**config.mk**
```make
export PLATFORM = sky130hd
export DESIGN_NAME = input_deserializer
export DESIGN_NICKNAME = d
export VERILOG_FILES = /design/src/rtl/input_deserializer.sv
export SDC_FILE = /design/constraint.sdc
export NUM_CORES = 1
export LEC_CHECK = 0
export CAP_MARGIN = 20
export CORE_MARGIN = 4
export CORE_UTILIZATION = 53
export DETAILED_ROUTE_END_ITERATION = 7
export PLACE_DENSITY = 0.81
export SYNTH_ARGS = -nofsm -noshare
export SYNTH_HDL_FRONTEND = slang
export SYNTH_SLANG_ARGS = --single-unit
```
**constraint.sdc**
```tcl
create_clock -name clk -period 3.2 [get_ports clk]
set_input_delay 0.8 -clock clk [delete_from_list [all_inputs] [get_ports clk]]
set_output_delay 0.8 -clock clk [all_outputs]
set_load 0.01 [all_outputs]
```
**src/rtl/input_deserializer.sv**
```systemverilog
// Serial-to-parallel receiver, LSB first, with a double-buffered held word and a
// ready/loaddata handshake. Define PARITY_CHECK_EN for frames with a trailing even-parity bit.
module input_deserializer #(
  parameter int WIDTH = 8
) (
  input  logic             clk,
  input  logic             reset,
  input  logic             serial_in,
  input  logic             serial_valid,
  input  logic             loaddata,
  input  logic             overrun_clr,
  output logic             inputdata_ready,
  output logic [WIDTH-1:0] inputdata,
`ifdef PARITY_CHECK_EN
  output logic             parity_err,
`endif
  output logic             overrun
);

`ifdef PARITY_CHECK_EN
  localparam int FRAME = WIDTH + 1;
`else
  localparam int FRAME = WIDTH;
`endif
  localparam int CW = (FRAME > 1) ? $clog2(FRAME) : 1;

  typedef enum logic {S_EMPTY, S_FULL} state_t;

  state_t           r_state;
  logic [CW-1:0]    r_cnt;
  logic [WIDTH-1:0] r_sr;
  logic [WIDTH-1:0] r_data;
  logic             r_ready;
  logic             r_ov;

  logic             w_last;
  logic             w_done;
  logic [WIDTH-1:0] w_word;
  logic             w_ov_set;

  assign w_last = (r_cnt == CW'(FRAME - 1));
  assign w_done = serial_valid & w_last;

`ifdef PARITY_CHECK_EN
  logic r_perr;
  logic w_perr;
  // Data bits are already complete in the shift register when the parity bit arrives.
  assign w_word     = r_sr;
  assign w_perr     = (^r_sr) ^ serial_in;
  assign parity_err = r_perr;
`else
  // The last data bit is folded in directly so the word is loaded on the same edge.
  assign w_word = {serial_in, r_sr[WIDTH-1:1]};
`endif

  assign w_ov_set = w_done & (r_state == S_FULL) & ~loaddata;

  // Shift path: never stalls, only serial_valid advances it.
  always_ff @(posedge clk or negedge reset) begin
    if (!reset) begin
      r_cnt <= '0;
      r_sr  <= '0;
    end else if (serial_valid) begin
      r_cnt <= w_last ? '0 : r_cnt + 1'b1;
`ifdef PARITY_CHECK_EN
      if (!w_last) r_sr <= {serial_in, r_sr[WIDTH-1:1]};
`else
      r_sr <= {serial_in, r_sr[WIDTH-1:1]};
`endif
    end
  end

  // Holding FSM with registered outputs.
  always_ff @(posedge clk or negedge reset) begin
    if (!reset) begin
      r_state <= S_EMPTY;
      r_ready <= 1'b0;
      r_data  <= '0;
      r_ov    <= 1'b0;
`ifdef PARITY_CHECK_EN
      r_perr  <= 1'b0;
`endif
    end else begin
      r_ov <= (r_ov & ~overrun_clr) | w_ov_set;
      case (r_state)
        S_EMPTY: begin
          if (w_done) begin
            r_data  <= w_word;
            r_state <= S_FULL;
            r_ready <= 1'b1;
`ifdef PARITY_CHECK_EN
            r_perr  <= w_perr;
`endif
          end
        end
        S_FULL: begin
          if (w_done && loaddata) begin
            r_data <= w_word;
`ifdef PARITY_CHECK_EN
            r_perr <= w_perr;
`endif
          end else if (loaddata) begin
            r_state <= S_EMPTY;
            r_ready <= 1'b0;
          end
        end
        default: begin
          r_state <= S_EMPTY;
          r_ready <= 1'b0;
        end
      endcase
    end
  end

  assign inputdata_ready = r_ready;
  assign inputdata       = r_data;
  assign overrun         = r_ov;

endmodule

```
# [After elaboration in Yosys (flattened, before gate mapping)]
# Index checks and enable logic that the tools add are counted.
[word_totals] ff_bits=22 out_inout_bits=10 word_cells=35 input_bits=6
[op_classes] reduce_logical=3 eq_ne=5 muxes=12 n_addsub=1 bitwise_logic=8
[op_table] cell="$mux W8" n=2
[op_table] cell="$pmux W8 S2" n=1
[op_table] cell="$mux W1" n=6
[op_table] cell="$ne A2 B2 Y1 const B" n=3
[op_table] cell="$and A1 B1 Y1" n=4
[op_table] cell="$pmux W1 S2" n=2
[op_table] cell="$add A3 B1 Y3 const B" n=1
[op_table] cell="$eq A3 B3 Y1 const B" n=1
[op_table] cell="$mux W3" n=1
[op_table] cell="$not A1 Y1" n=3
[op_table] cell="$reduce_and A3 Y1" n=1
[op_table] cell="$ne A2 B1 Y1 const B" n=1
[op_table] cell="$reduce_and A2 Y1" n=1
[op_table] cell="$logic_and A1 B1 Y1" n=1
[op_table] cell="$or A1 B1 Y1" n=1

# [Depth between registers and ports, before layout]
[depth] word_depth=5 ltp_mapped=6 depth_no_buf=5

# [Least setup slack after synthesis]
# Ideal clock, no wire load.
[synth_path] path_kind="input -> register" startpoint="input loaddata" endpoint="register r_data[0] (netlist: inputdata[0])" path_buffers=1 setup_ns=0.125 required_time_ns=3.075 t_arrival_ns=1.467 stages=4 path_slack_ns=1.608 cell_sequence="nand2b_4 -> nor2b_4 -> buf_6 -> mux2_4"
[synth_between] elab_chain_len=3
[synth_lines] item="from (decl)" line_no="10" source="input logic loaddata,"
[synth_lines] item="$logic_and A1 B1 Y1" line_no="97" source="if (w_done && loaddata) begin"
[synth_lines] item="$ne A2 B1 Y1 (no source line)"
[synth_lines] item="$reduce_and A2 Y1 (no source line)"
[synth_lines] item="to (signal assigned)" line_no="88" source="r_data <= w_word;"
[synth_lines] item="to (signal assigned)" line_no="98" source="r_data <= w_word;"
[synth_lines] item="to (decl)" line_no="32" source="logic [WIDTH-1:0] r_data;"
# No other way between the ends.
# A chain may end at the register's enable or synchronous reset.

# [Worst setup path after layout]
[layout_path] startpoint="input serial_valid" endpoint="register r_data[4] (netlist: inputdata[4])"
[layout_between] elab_chain_len=4 word_cells_on_any_way=5 classes_between="2 x eq/ne; 1 x bitwise; 2 x reduce/logical"
[layout_lines] item="from (decl)" line_no="9" source="input logic serial_valid,"
[layout_lines] item="$and A1 B1 Y1 (*)" line_no="42" source="assign w_done = serial_valid & w_last;"
[layout_lines] item="$logic_and A1 B1 Y1" line_no="97"
[layout_lines] item="$ne A2 B1 Y1 (no source line)"
[layout_lines] item="$reduce_and A2 Y1 (no source line) (*)"
# Mark *: on every way between the ends. The rest lies on a longest branch, timed or not.

==> run_results.csv <==
group,metric,value,unit
status,status,"finished clean",
floorplanning,ios,16,
place,port_buffers,15,
floorplanning,initial_utilization,57.1,%
setup_path,cp-end-kind,"flop",
power,power_density,847,nW/um2
yosys,yosysSeqAreaShare,60.4,%
detailed_routing,ant_nets,0,
clocking,htree_levels,1,
grt,grt_max_degree,22,
floorplanning,num_rows,14,
cells_and_area,nNetsFinal,81,
clocking,root_buffer,"clkbuf_4",
yosys,ys_seq_elements,21,
detailed_routing,drc,0,
yosys,synth_cells,54,
cells_and_area,multi_input_area,324,um2
yosys,ys_types,15,
cells_and_area,diodes,0,
place,place_congestion,0.707,
setup_path,start_kind,"primary input",
detailed_routing,drt_first_pass_iters,1,
clocking,cts_hold_buf,0,
floorplanning,core-area,1520,um2
timing,hold_violations,0,
timing,rsz0062_at_grt,"no",
grt,globalRouteOverflowTotal,0,
yosys,synth_edf_count,0,
power,power,0.896,mW
cells_and_area,fill_cells,123,
cells_and_area,fin_area,1060,um2
setup_path,critical_path_arrival,2210,ps
yosys,synthArstFlopShare,100,%
grt,grt_util_all_layers,11.7,%
detailed_routing,via_per_inst,5.09,
yosys,yosysTopAreaCellShare,60.4,%
power,leakage,0.481,nW
setup_path,critical_path.max_fanout,11,
timing,slew_violations,0,
grt,grtUsageMet3,3.68,%
setup_path,worst_ep_required_time,3370,ps
yosys,syn-num-nets,62,
grt,top_usage_layer,"met2",
timing,tightest_slew,880,ps
detailed_routing,drt_iter0_drc,0,
yosys,yosys-top-cells-count,"dfrtp_1 (21), mux2_2 (10), mux2_4 (8)",
floorplanning,die-area,2350,um2
detailed_routing,wl_per_cell,13.7,um
yosys,yosys_warnings,0,
yosys,synth_area,870,um2
timing,fin_crit_sh,63.7,%
clocking,cts_resized,0,
yosys,synthTopCellsByArea,"dfrtp_1 (60%), mux2_4 (14%), mux2_2 (13%)",
detailed_routing,vias,448,
floorplanning,die_w,48.5,um
timing,setup_viol,0,
detailed_routing,postRouteWirelength,1.20,mm
yosys,ys.flop_type,"dfrtp_1",
yosys,synth_area_leader_cell,"dfrtp_1",
hold_path,hold_class,"flop to flop",
cells_and_area,syn_to_final_growth,21.6,%
place,placedInstanceArea,1030,um2
timing,finalClockSkew,6.35,ps
yosys,avgSynthCellArea,16.1,um2
timing,tns,0,ps
timing,slew_headroom,41.1,%
cells_and_area,regArea,526,um2
grt,grt_pass1_wl,2.24,mm
power,peakVddDrop,0.402,mV
clocking,tritoncts,"built",
grt,gr-usage-met2,18.9,%
cells_and_area,drive_gt1_share,34.7,%
grt,antenna_found_initial,0,
yosys,yosysMostFrequentCell,"dfrtp_1",
timing,finalCriticalPeriod,2040,ps
place,dp.final_hpwl,892,um
grt,grtUsageMet1,15.3,%
clocking,clock_sinks,21,
floorplanning,chipHeight,48.5,um
timing,max_freq,490,MHz
clocking,clkTransAtPathRegs,100,ps
grt,grt_pass1_vias,504,
clocking,worst_skew_pair.late_latency,280,ps
clocking,cts_max_path_buffers,2,
clocking,cts_setup_buffers,0,
setup_path,crit_type,"primary input to flop",
job,maxCapViolCount,0,
clocking,cts_buffers,3,
[worst max-delay path, stage by stage]
cell	delay [ps]
clkdlybuf4s50_1	450
buf_4	190
nand2_2	110
nor2b_4	320
mux2_4	330
[per-layer routing]
| layer | vias up | part of all wire, % |
|---|---|---|
| li1 | 221 | - |
| met1 | 217 | 45 |
| met2 | 10 | 48 |
| met3 | 0 | 6.2 |
| met4 | 0 | 0 |
| met5 | - | 0 |
[final cells by class]
cell class	instances	area share, %
clock buffer	4	2.49
sequential	21	49.7
timing repair buffer	16	14.9
multi-input combinational	30	30.7
inverter	1	0.355
tap	16	1.89
[final timing paths]
kind	slack [ps]	depth (start not counted)	from	to
worst max-delay path	1160	5	serial_valid	inputdata[4]
worst min-delay path	520	1	inputdata[0]	inputdata[0]
worst max register to register	1610	5	r_cnt[0]	inputdata[4]
worst min register to register	520	1	inputdata[0]	inputdata[0]
max in group asynchronous	1650	1	reset	inputdata[4]
min in group asynchronous	1000	1	reset	r_cnt[0]
[flip-flops by register name (all words and copies together), names as in the netlist]
name and cells:
inputdata_ready 1, r_state 1, inputdata 8, r_sr 7
r_cnt 3, overrun 1
[cell usage in the layout, fill, tap and decap left out]
cell type        Yosys  layout
a21oi_1              1       1
buf_4                0       1
clkbuf_1             0       1
clkbuf_4             0       3
clkdlybuf4s50_1      0      15
dfrtp_1             21      21
ha_1                 2       2
inv_1                1       1
mux2_2              10      10
mux2_4               8       8
nand2_1              3       3
nand2_2              1       1
nand2b_4             1       1
nor2_1               1       1
nor2b_1              1       1
nor2b_4              1       1
o22ai_1              1       1
[metrics by stage]
stage | util, % | setup slack, ps | cells | hold WS [ps]
global route | 69.4 | 1130 | 88 | 534
floorplan | - | 1610 | 54 | 477
detailed placement | 67.7 | 848 | 84 | 493
global placement | 67.7 | 868 | 84 | 488
CTS | 69.4 | 1160 | 88 | 524
finish | 69.4 | 1160 | 88 | 517
[cell families (layout without fill, tap and decap cells)]
kind of cell / after synthesis / count (layout) / synth area share, %
AOI/OAI and AO/OA: 2 / 2 / 1.29
buffers and inverters: 3 / 21 / 2.30
and+or+nand+nor: 8 / 8 / 6.33
muxes: 18 / 18 / 26.8
DFF: 21 / 21 / 60.4
adders and majority gates: 2 / 2 / 2.88
[power breakdown]
part           leakage (nW)  switching [mW]  internal [mW]
registers             0.255          0.0632          0.367
clock network        0.0150          0.0686         0.0483
logic                 0.211           0.112          0.236
No activity file was read; power rests on OpenSTA's default activity.
